===== config.mk =====
export PLATFORM = sky130hd
export DESIGN_NAME = pipeline_hazard_controller
export DESIGN_NICKNAME = d
export VERILOG_FILES = /design/src/rtl/pipeline_hazard_controller_pkg.sv /design/src/rtl/pipeline_hazard_controller_match.sv /design/src/rtl/pipeline_hazard_controller.sv
export SDC_FILE = /design/constraint.sdc
export NUM_CORES = 1
export LEC_CHECK = 0
export ABC_AREA = 1
export CAP_MARGIN = 20
export CORE_MARGIN = 10
export CORE_UTILIZATION = 40
export CTS_CLUSTER_SIZE = 14
export DETAILED_ROUTE_END_ITERATION = 8
export PLACE_DENSITY = 0.71
export SYNTH_ARGS = -nofsm -noshare
export SYNTH_HDL_FRONTEND = slang
export SYNTH_SLANG_ARGS = --single-unit
export TNS_END_PERCENT = 100

===== constraint.sdc =====
create_clock -name clk -period 5.2 [get_ports clk]
set_clock_uncertainty 0.15 [all_clocks]
set_input_delay 0.78 -clock clk [delete_from_list [all_inputs] [get_ports clk]]
set_output_delay 0.78 -clock clk [all_outputs]
set_load 0.02 [all_outputs]

===== src/rtl/pipeline_hazard_controller_pkg.sv =====
// Shared constants for the pipeline hazard controller and the register-match helper.
// State encodings stay plain localparams so older netlists can keep comparing against them.
package pipeline_hazard_controller_pkg;

    localparam int REG_ADDR_W_DEFAULT = 5;

    // Register $0 is hard-wired to zero, so writing it can never create a hazard.
    localparam int REG_ZERO_IDX = 0;

    localparam logic [0:0] ST_IDLE       = 1'b0;
    localparam logic [0:0] ST_LOAD_STALL = 1'b1;

endpackage


===== src/rtl/pipeline_hazard_controller_match.sv =====
// Purely combinational load-use register match between EX and ID stages.
// Shared with the forwarding unit, so it knows nothing about stall length.
module hazard_reg_match
    import pipeline_hazard_controller_pkg::*;
#(
    parameter int REG_ADDR_W = REG_ADDR_W_DEFAULT
) (
    input  logic                  ex_mem_read,
    input  logic [REG_ADDR_W-1:0] ex_rt,
    input  logic [REG_ADDR_W-1:0] id_rs,
    input  logic [REG_ADDR_W-1:0] id_rt,
    input  logic                  id_uses_rt,
    output logic                  match
);

    logic dest_valid;
    logic rs_hit;
    logic rt_hit;

    assign dest_valid = ex_mem_read && (ex_rt != REG_ADDR_W'(REG_ZERO_IDX));
    assign rs_hit     = (ex_rt == id_rs);
    assign rt_hit     = id_uses_rt && (ex_rt == id_rt);
    assign match      = dest_valid && (rs_hit || rt_hit);

endmodule


===== src/rtl/pipeline_hazard_controller.sv =====
// Stall/flush controller for the five-stage pipeline: load-use stalls, branch/jump
// flushes and a whole-pipe freeze while data memory is busy, plus a stall-cycle counter.
module pipeline_hazard_controller
    import pipeline_hazard_controller_pkg::*;
#(
    parameter int REG_ADDR_W        = REG_ADDR_W_DEFAULT,
    parameter int LOAD_STALL_CYCLES = 1,
    parameter int STAT_W            = 16
) (
    input  logic                  clk,
    input  logic                  reset,
    input  logic                  id_ex_mem_read,
    input  logic [REG_ADDR_W-1:0] id_ex_rt,
    input  logic [REG_ADDR_W-1:0] if_id_rs,
    input  logic [REG_ADDR_W-1:0] if_id_rt,
    input  logic                  if_id_uses_rt,
    input  logic                  ex_branch_taken,
    input  logic                  ex_jump,
    input  logic                  dmem_busy,
    output logic                  pc_hold,
    output logic                  if_id_hold,
    output logic                  id_ex_hold,
    output logic                  ex_mem_hold,
    output logic                  id_ex_bubble,
    output logic                  if_id_flush,
    output logic [STAT_W-1:0]     stall_cycles
);

    localparam int CNT_W = (LOAD_STALL_CYCLES > 1) ? $clog2(LOAD_STALL_CYCLES + 1) : 1;
    localparam logic [CNT_W-1:0] CNT_LOAD =
        CNT_W'((LOAD_STALL_CYCLES > 1) ? (LOAD_STALL_CYCLES - 1) : 0);
    localparam logic [CNT_W-1:0] CNT_ONE = CNT_W'(1);

    logic [0:0]        state_reg;
    logic [0:0]        state_next;
    logic [CNT_W-1:0]  cnt_reg;
    logic [CNT_W-1:0]  cnt_next;
    logic [STAT_W-1:0] stat_reg;
    logic [STAT_W-1:0] stat_next;

    logic reg_match;
    logic hz;
    logic stall_now;
    logic freeze_now;
    logic flush_now;

    hazard_reg_match #(
        .REG_ADDR_W (REG_ADDR_W)
    ) u_match (
        .ex_mem_read (id_ex_mem_read),
        .ex_rt       (id_ex_rt),
        .id_rs       (if_id_rs),
        .id_rt       (if_id_rt),
        .id_uses_rt  (if_id_uses_rt),
        .match       (reg_match)
    );

    assign hz = (LOAD_STALL_CYCLES > 0) && reg_match;

    always_comb begin
        state_next = state_reg;
        cnt_next   = cnt_reg;
        stall_now  = 1'b0;
        freeze_now = 1'b0;
        flush_now  = 1'b0;
        if (dmem_busy) begin
            freeze_now = 1'b1;
        end else if (ex_branch_taken || ex_jump) begin
            flush_now  = 1'b1;
            state_next = ST_IDLE;
            cnt_next   = '0;
        end else if (state_reg == ST_LOAD_STALL) begin
            // The ID/EX bubble now hides the load, so hz is not consulted here.
            stall_now = 1'b1;
            if (cnt_reg == CNT_ONE) begin
                state_next = ST_IDLE;
                cnt_next   = '0;
            end else begin
                cnt_next = cnt_reg - CNT_ONE;
            end
        end else if (hz) begin
            stall_now = 1'b1;
            if (LOAD_STALL_CYCLES > 1) begin
                state_next = ST_LOAD_STALL;
                cnt_next   = CNT_LOAD;
            end
        end
    end

    always_comb begin
        stat_next = stat_reg;
        if (stall_now && (stat_reg != {STAT_W{1'b1}})) begin
            stat_next = stat_reg + STAT_W'(1);
        end
    end

    always_ff @(posedge clk or posedge reset) begin
        if (reset) begin
            state_reg <= ST_IDLE;
            cnt_reg   <= '0;
            stat_reg  <= '0;
        end else begin
            state_reg <= state_next;
            cnt_reg   <= cnt_next;
            stat_reg  <= stat_next;
        end
    end

    // Outputs depend on live inputs, so reset must mask them as well.
    assign pc_hold      = !reset && (freeze_now || stall_now);
    assign if_id_hold   = !reset && (freeze_now || stall_now);
    assign id_ex_hold   = !reset && freeze_now;
    assign ex_mem_hold  = !reset && freeze_now;
    assign id_ex_bubble = !reset && (stall_now || flush_now);
    assign if_id_flush  = !reset && flush_now;
    assign stall_cycles = stat_reg;

endmodule

Word level (Yosys, flattened, before mapping)
Cells that the tools add are included.
{"block": "op_classes", "addsub": 2, "multipliers": 0, "n_div": 0, "n_lt_le_gt_ge": 0, "n_eq_ne": 3, "shifts": 0, "muxes": 13, "n_bitwise": 1, "reduce_logical": 16}
{"operator": "16-bit by 1-bit adder with 16-bit output (second input constant)", "count": 1}
{"operator": "16-bit inequality test (second input constant)", "count": 1}
{"operator": "1-bit 2-to-1 mux", "count": 13}
{"operator": "5-bit == test", "count": 2}
{"operator": "1-bit logical AND", "count": 8}
{"operator": "5-bit nonzero test", "count": 1}
{"operator": "1-bit logical OR", "count": 4}
{"operator": "2-bit AND reduction", "count": 1}
{"operator": "2-bit nonzero test", "count": 1}
{"operator": "1-bit logical NOT", "count": 1}
{"operator": "1-bit NOT", "count": 1}
{"operator": "1-bit subtractor (second input constant)", "count": 1}
{"block": "word_totals", "ff_bits": 18, "latch_bits": 0, "mem_bits_rw": 0, "rom_bits": 0, "in_bits": 22, "output_inout_bits": 22, "wordCells": 38, "memories": 0}

Longest topological paths before layout
{"block": "logic_depth", "depth_word": 10, "mapped_depth": 12}

Modules after synthesis
Synthesis repeated with hierarchy kept, for this count alone.
{"block": "hier_totals", "hier_cells": 216, "hier_area_um2": 1346.3}
{"mod": "pipeline_hazard_controller", "instances": 1, "cells_each": 164, "area_per_inst_um2": 1139.8}
{"mod": "hazard_reg_match", "instances": 1, "cells_each": 52, "area_per_inst_um2": 206.4}

Worst setup path before layout
Ideal clock, no wire load.
{"block": "synth_timing", "path_kind": "input to output", "startpoint": "input port if_id_rt[1]", "endpoint": "output port pc_hold", "arrival_ns": 1.964, "required_time_ns": 4.270, "setup_slack_ns": 2.306, "path_stages": 11, "cell_sequence": "inv_1 -> nand2_1 -> nand2_1 -> nor2_1 -> nand3_1 -> nand2_1 -> nand2_1 -> a21oi_4 -> nor2_1 -> nor2_1 -> buf_4"}
{"block": "synth_via", "elab_chain_cells": 10}
{"item": "start, declared", "line": "pipeline_hazard_controller.sv:15", "source": "input logic [REG_ADDR_W-1:0] if_id_rt,"}
{"item": "5-bit == test", "line": "pipeline_hazard_controller_match.sv:22", "source": "assign rt_hit = id_uses_rt && (ex_rt == id_rt);"}
{"item": "1-bit logical AND", "line": "pipeline_hazard_controller_match.sv:22"}
{"item": "1-bit logical OR", "line": "pipeline_hazard_controller_match.sv:23", "source": "assign match = dest_valid && (rs_hit || rt_hit);"}
{"item": "1-bit logical AND", "line": "pipeline_hazard_controller_match.sv:23"}
{"item": "1-bit 2-to-1 mux", "line": "pipeline_hazard_controller.sv:81", "source": "end else if (hz) begin"}
{"item": "1-bit 2-to-1 mux", "line": "pipeline_hazard_controller.sv:72", "source": "end else if (state_reg == ST_LOAD_STALL) begin"}
{"item": "1-bit 2-to-1 mux", "line": "pipeline_hazard_controller.sv:68", "source": "end else if (ex_branch_taken || ex_jump) begin"}
{"item": "1-bit 2-to-1 mux", "line": "pipeline_hazard_controller.sv:66", "source": "if (dmem_busy) begin"}
{"item": "1-bit logical OR"}
{"item": "1-bit logical AND"}
{"item": "end, declared", "line": "pipeline_hazard_controller.sv:20", "source": "output logic pc_hold,"}
Every way passes these cells.

Final worst setup path
{"block": "layout_timing", "startpoint": "input port id_ex_rt[4]", "endpoint": "output port pc_hold"}
{"block": "layout_via", "elab_chain_cells": 10}
{"item": "start, declared", "line": "pipeline_hazard_controller.sv:13", "source": "input logic [REG_ADDR_W-1:0] id_ex_rt,"}
{"item": "5-bit == test", "line": "pipeline_hazard_controller_match.sv:22"}
{"item": "1-bit logical AND", "line": "pipeline_hazard_controller_match.sv:22"}
{"item": "1-bit logical OR", "line": "pipeline_hazard_controller_match.sv:23"}
{"item": "1-bit logical AND *", "line": "pipeline_hazard_controller_match.sv:23"}
{"item": "1-bit 2-to-1 mux *", "line": "pipeline_hazard_controller.sv:81"}
{"item": "1-bit 2-to-1 mux *", "line": "pipeline_hazard_controller.sv:72"}
{"item": "1-bit 2-to-1 mux *", "line": "pipeline_hazard_controller.sv:68"}
{"item": "1-bit 2-to-1 mux *", "line": "pipeline_hazard_controller.sv:66"}
{"item": "1-bit logical OR *", "line": "pipeline_hazard_controller.sv:110", "source": "assign pc_hold = !reset && (freeze_now || stall_now);"}
{"item": "1-bit logical AND *", "line": "pipeline_hazard_controller.sv:110"}
Mark *: on every way between the ends. The rest lies on a longest branch, timed or not.

==> flow_summary.yaml <==
drt:
  ant_nets: 0
  drc: 0
  via_count: 1388
  drt-total-wl_um: 3690
  post_drt_wl_per_cell_um: 12.7
  drt_first_pass_iters: 4
  viasPerCell: 4.79
  drt-initial-drc-count: 68
logic_synthesis:
  synth_warnings: 0
  synth_top_flop_cell: "dfrtp_1"
  yosysSeqAreaShare_pct: 32.5
  syn_avg_cell_area_sq_um: 6.80
  yosys.area.top_type_share_pct: 32.5
  synth_cell_type_count: 24
  netlist_area_sq_mm: 0.00139
  syn-num-nets: 227
  netlist_instances: 204
  synthArstFlopShare_pct: 100
  synth_edf_count: 0
  synth_top_area_cell: "dfrtp_1"
  ys_seq_elements: 18
  yosys-top-cells-area: "dfrtp_1 (32%), nand2_1 (21%), nand4_1 (8.6%)"
setup_path:
  cp-end-kind: "primary output"
  cp_top_family: "buffers and inverters"
  critPathSlowestCell: "clkdlybuf4s50_1"
  worstSetupStartpointType: "input port"
  required_ns: 4.27
  arrival_ns: 3.05
  cp_common_cell: "nand2_1"
  slowest_delay_ns: 0.63
  cp_num_buf_inv: 3
  worstPathCellList: "clkdlybuf4s50_1, inv_2, nand2_1, nand2_1, nor2_1, nand3_1, nand2_1, nand2_1, a21oi_4, nor2_1, nor2_1, clkdlybuf4s50_1"
  path_max_fanout: 17
  crit_type: "input port to primary output"
  rr_worst_depth: 9
  cp.depth: 12
grt:
  grt_use_met2_pct: 18.0
  grt_antenna_before_repair: 0
  met3_usage_pct: 3.72
  use_met1_pct: 16.8
  grt.busiest_layer: "met2"
  grt_max_degree: 21
  grt_pass1_vias: 1292
  grt_first_pass_wirelength_um: 6370
  gr-total-overflow: 0
  track_usage_pct: 12.3
timing:
  hold_viol_final: 0
  fmax_mhz: 251
  slew_viol_final: 0
  finalSetupTns_ns: 0
  rsz0062_at_grt: "no"
  tightest_slew_ns: 0.679
  fin_ws_ns: 1.22
  fin_crit_sh_pct: 76.6
  fin_crit_ns: 3.98
  setup_viol: 0
  max-slew-margin-rel_pct: 54.7
pwr:
  seqPwrFrac_pct: 49.2
  clockPowerShare_pct: 29.2
  powerDensity_mw_per_mm2: 162
  peakVddDrop_mv: 0.177
  power.switching_mw: 0.0849
  leakage_nw: 0.916
  p_int_mw: 0.218
  sw_frac_of_total_pct: 28.0
  combPwrFrac_pct: 21.6
clocking:
  cts.clk_slew.worst_paths_ns: 0.10
  cts.sinks: 18
  clock_latency_ns: 0.30
  cts_tree: "built"
  htreeDepth: 1
  cts_made_buffers: 3
  post-cts-setup-buffer-count: 0
  ctsResizeCount: 0
  clock_path_buffers: 2
  cts_hold_buffers: 0
  clock-root-buffer: "clkbuf_4"
layout:
  drive_above_1_share_pct: 7.38
  seqCellArea_sq_um: 450
  multiInputGateArea_sq_um: 811
  syn2layout_area_growth_pct: 34.6
  fin_nets: 268
  largest_reg_flops: 16
  num-fill-cells: 338
  fin_util_pct: 56.0
  antenna_cells: 0
floorplanning:
  start_util_pct: 41.6
  dieHeight_um: 78.9
  core_area_sq_mm: 0.00334
  num_rows: 21
  dieArea_sq_mm: 0.00622
  io_pins: 44
  die_w_um: 78.9
placement:
  dpl.hpwl_um: 2810
  dp_slack_ns: 1.20
  gp_congestion: 0.865
  portBuffers: 43
run_status:
  status: "complete, no violations"
min_path:
  hold_path_class: "register to register"
  hold_depth: 1
flow_run:
  drv_cap: 0
[synth_stat cells, types with 3 or more instances]
| master | count |
|---|---|
| nand2_1 | 76 |
| nor2_1 | 26 |
| nand4_1 | 19 |
| dfrtp_1 | 18 |
| inv_1 | 15 |
| xnor2_1 | 12 |
| nand3_1 | 8 |
| inv_2 | 7 |
| xor2_1 | 3 |
[per-layer routing]
metal | part of all wire, % | up-vias
met5 | 0 | -
met4 | 0.90 | 0
met1 | 51 | 617
met3 | 5.7 | 4
li1 | - | 731
met2 | 43 | 36
[cell families (layout without fill, tap and decap cells)]
logic type	Yosys count	after routing	share of synthesized area [%]
buffers and inverters	29	69	9.11
adder cells (fa/ha/maj)	1	1	0.902
XOR/XNOR	15	15	9.47
flip-flops	18	18	32.5
AND/OR/NAND/NOR	136	136	45.4
AO/OA/AOI/OAI	5	5	2.61
[cells in the final DEF (no fill, tap or decap), types with 3 or more instances in the layout]
master / count
nand2_1: 76
clkdlybuf4s50_1: 43
nor2_1: 26
nand4_1: 19
dfrtp_1: 18
inv_1: 15
xnor2_1: 12
nand3_1: 8
inv_2: 7
xor2_1: 3
clkbuf_4: 3
[per-stage QoR]
| step | area (sq um) | hold WS [ns] | power (mW) | cells |
|---|---|---|---|---|
| floorplan | 1390 | 0.283 | 0.183 | 204 |
| global route | 1870 | 0.343 | 0.322 | 290 |
| CTS | 1870 | 0.321 | 0.307 | 290 |
| detailed placement | 1830 | 0.305 | 0.217 | 286 |
| global placement | 1830 | 0.294 | 0.217 | 286 |
| finish | 1870 | 0.320 | 0.303 | 290 |
[worst reg2reg max path: stages (launching register included)]
cell	delay, ns
dfrtp_1	0.50
ha_1	0.28
nand3_2	0.15
inv_2	0.09
nand2_2	0.07
nor3_4	0.15
nand4_4	0.27
nand4_4	0.32
nand2_1	0.08
nand2_1	0.07
[power by group through the flow]
stage	combinational, mW	sequential (mW)	clock [mW]
2_1_floorplan	0.0288	0.154	0
3_3_place_gp	0.0653	0.152	0
3_5_place_dp	0.0658	0.152	0
4_1_cts	0.0663	0.149	0.0920
5_1_grt	0.0744	0.150	0.0973
6_report	0.0653	0.149	0.0884
[cell type report]
cell class	instances	share of cell area [%]
clock buffer	4	1.94
inverter	22	4.42
multi-input combinational	157	43.4
sequential	18	24.1
tap	46	3.08
timing repair buffer	43	23.0
[final timing paths]
path                                        startpoint  slack, ns                           to
setup / recovery                           id_ex_rt[4]       1.22                      pc_hold
hold / removal                     cnt_reg$_DFFE_PP0P_       0.32          cnt_reg$_DFFE_PP0P_
setup reg to reg           stall_cycles[0]$_DFFE_PP0P_       3.02  stall_cycles[2]$_DFFE_PP0P_
hold reg to reg                    cnt_reg$_DFFE_PP0P_       0.32          cnt_reg$_DFFE_PP0P_
max in group asynchronous                        reset       3.61  stall_cycles[0]$_DFFE_PP0P_
min in group asynchronous                        reset       0.85  stall_cycles[8]$_DFFE_PP0P_
No activity file was read; power rests on OpenSTA's default activity.
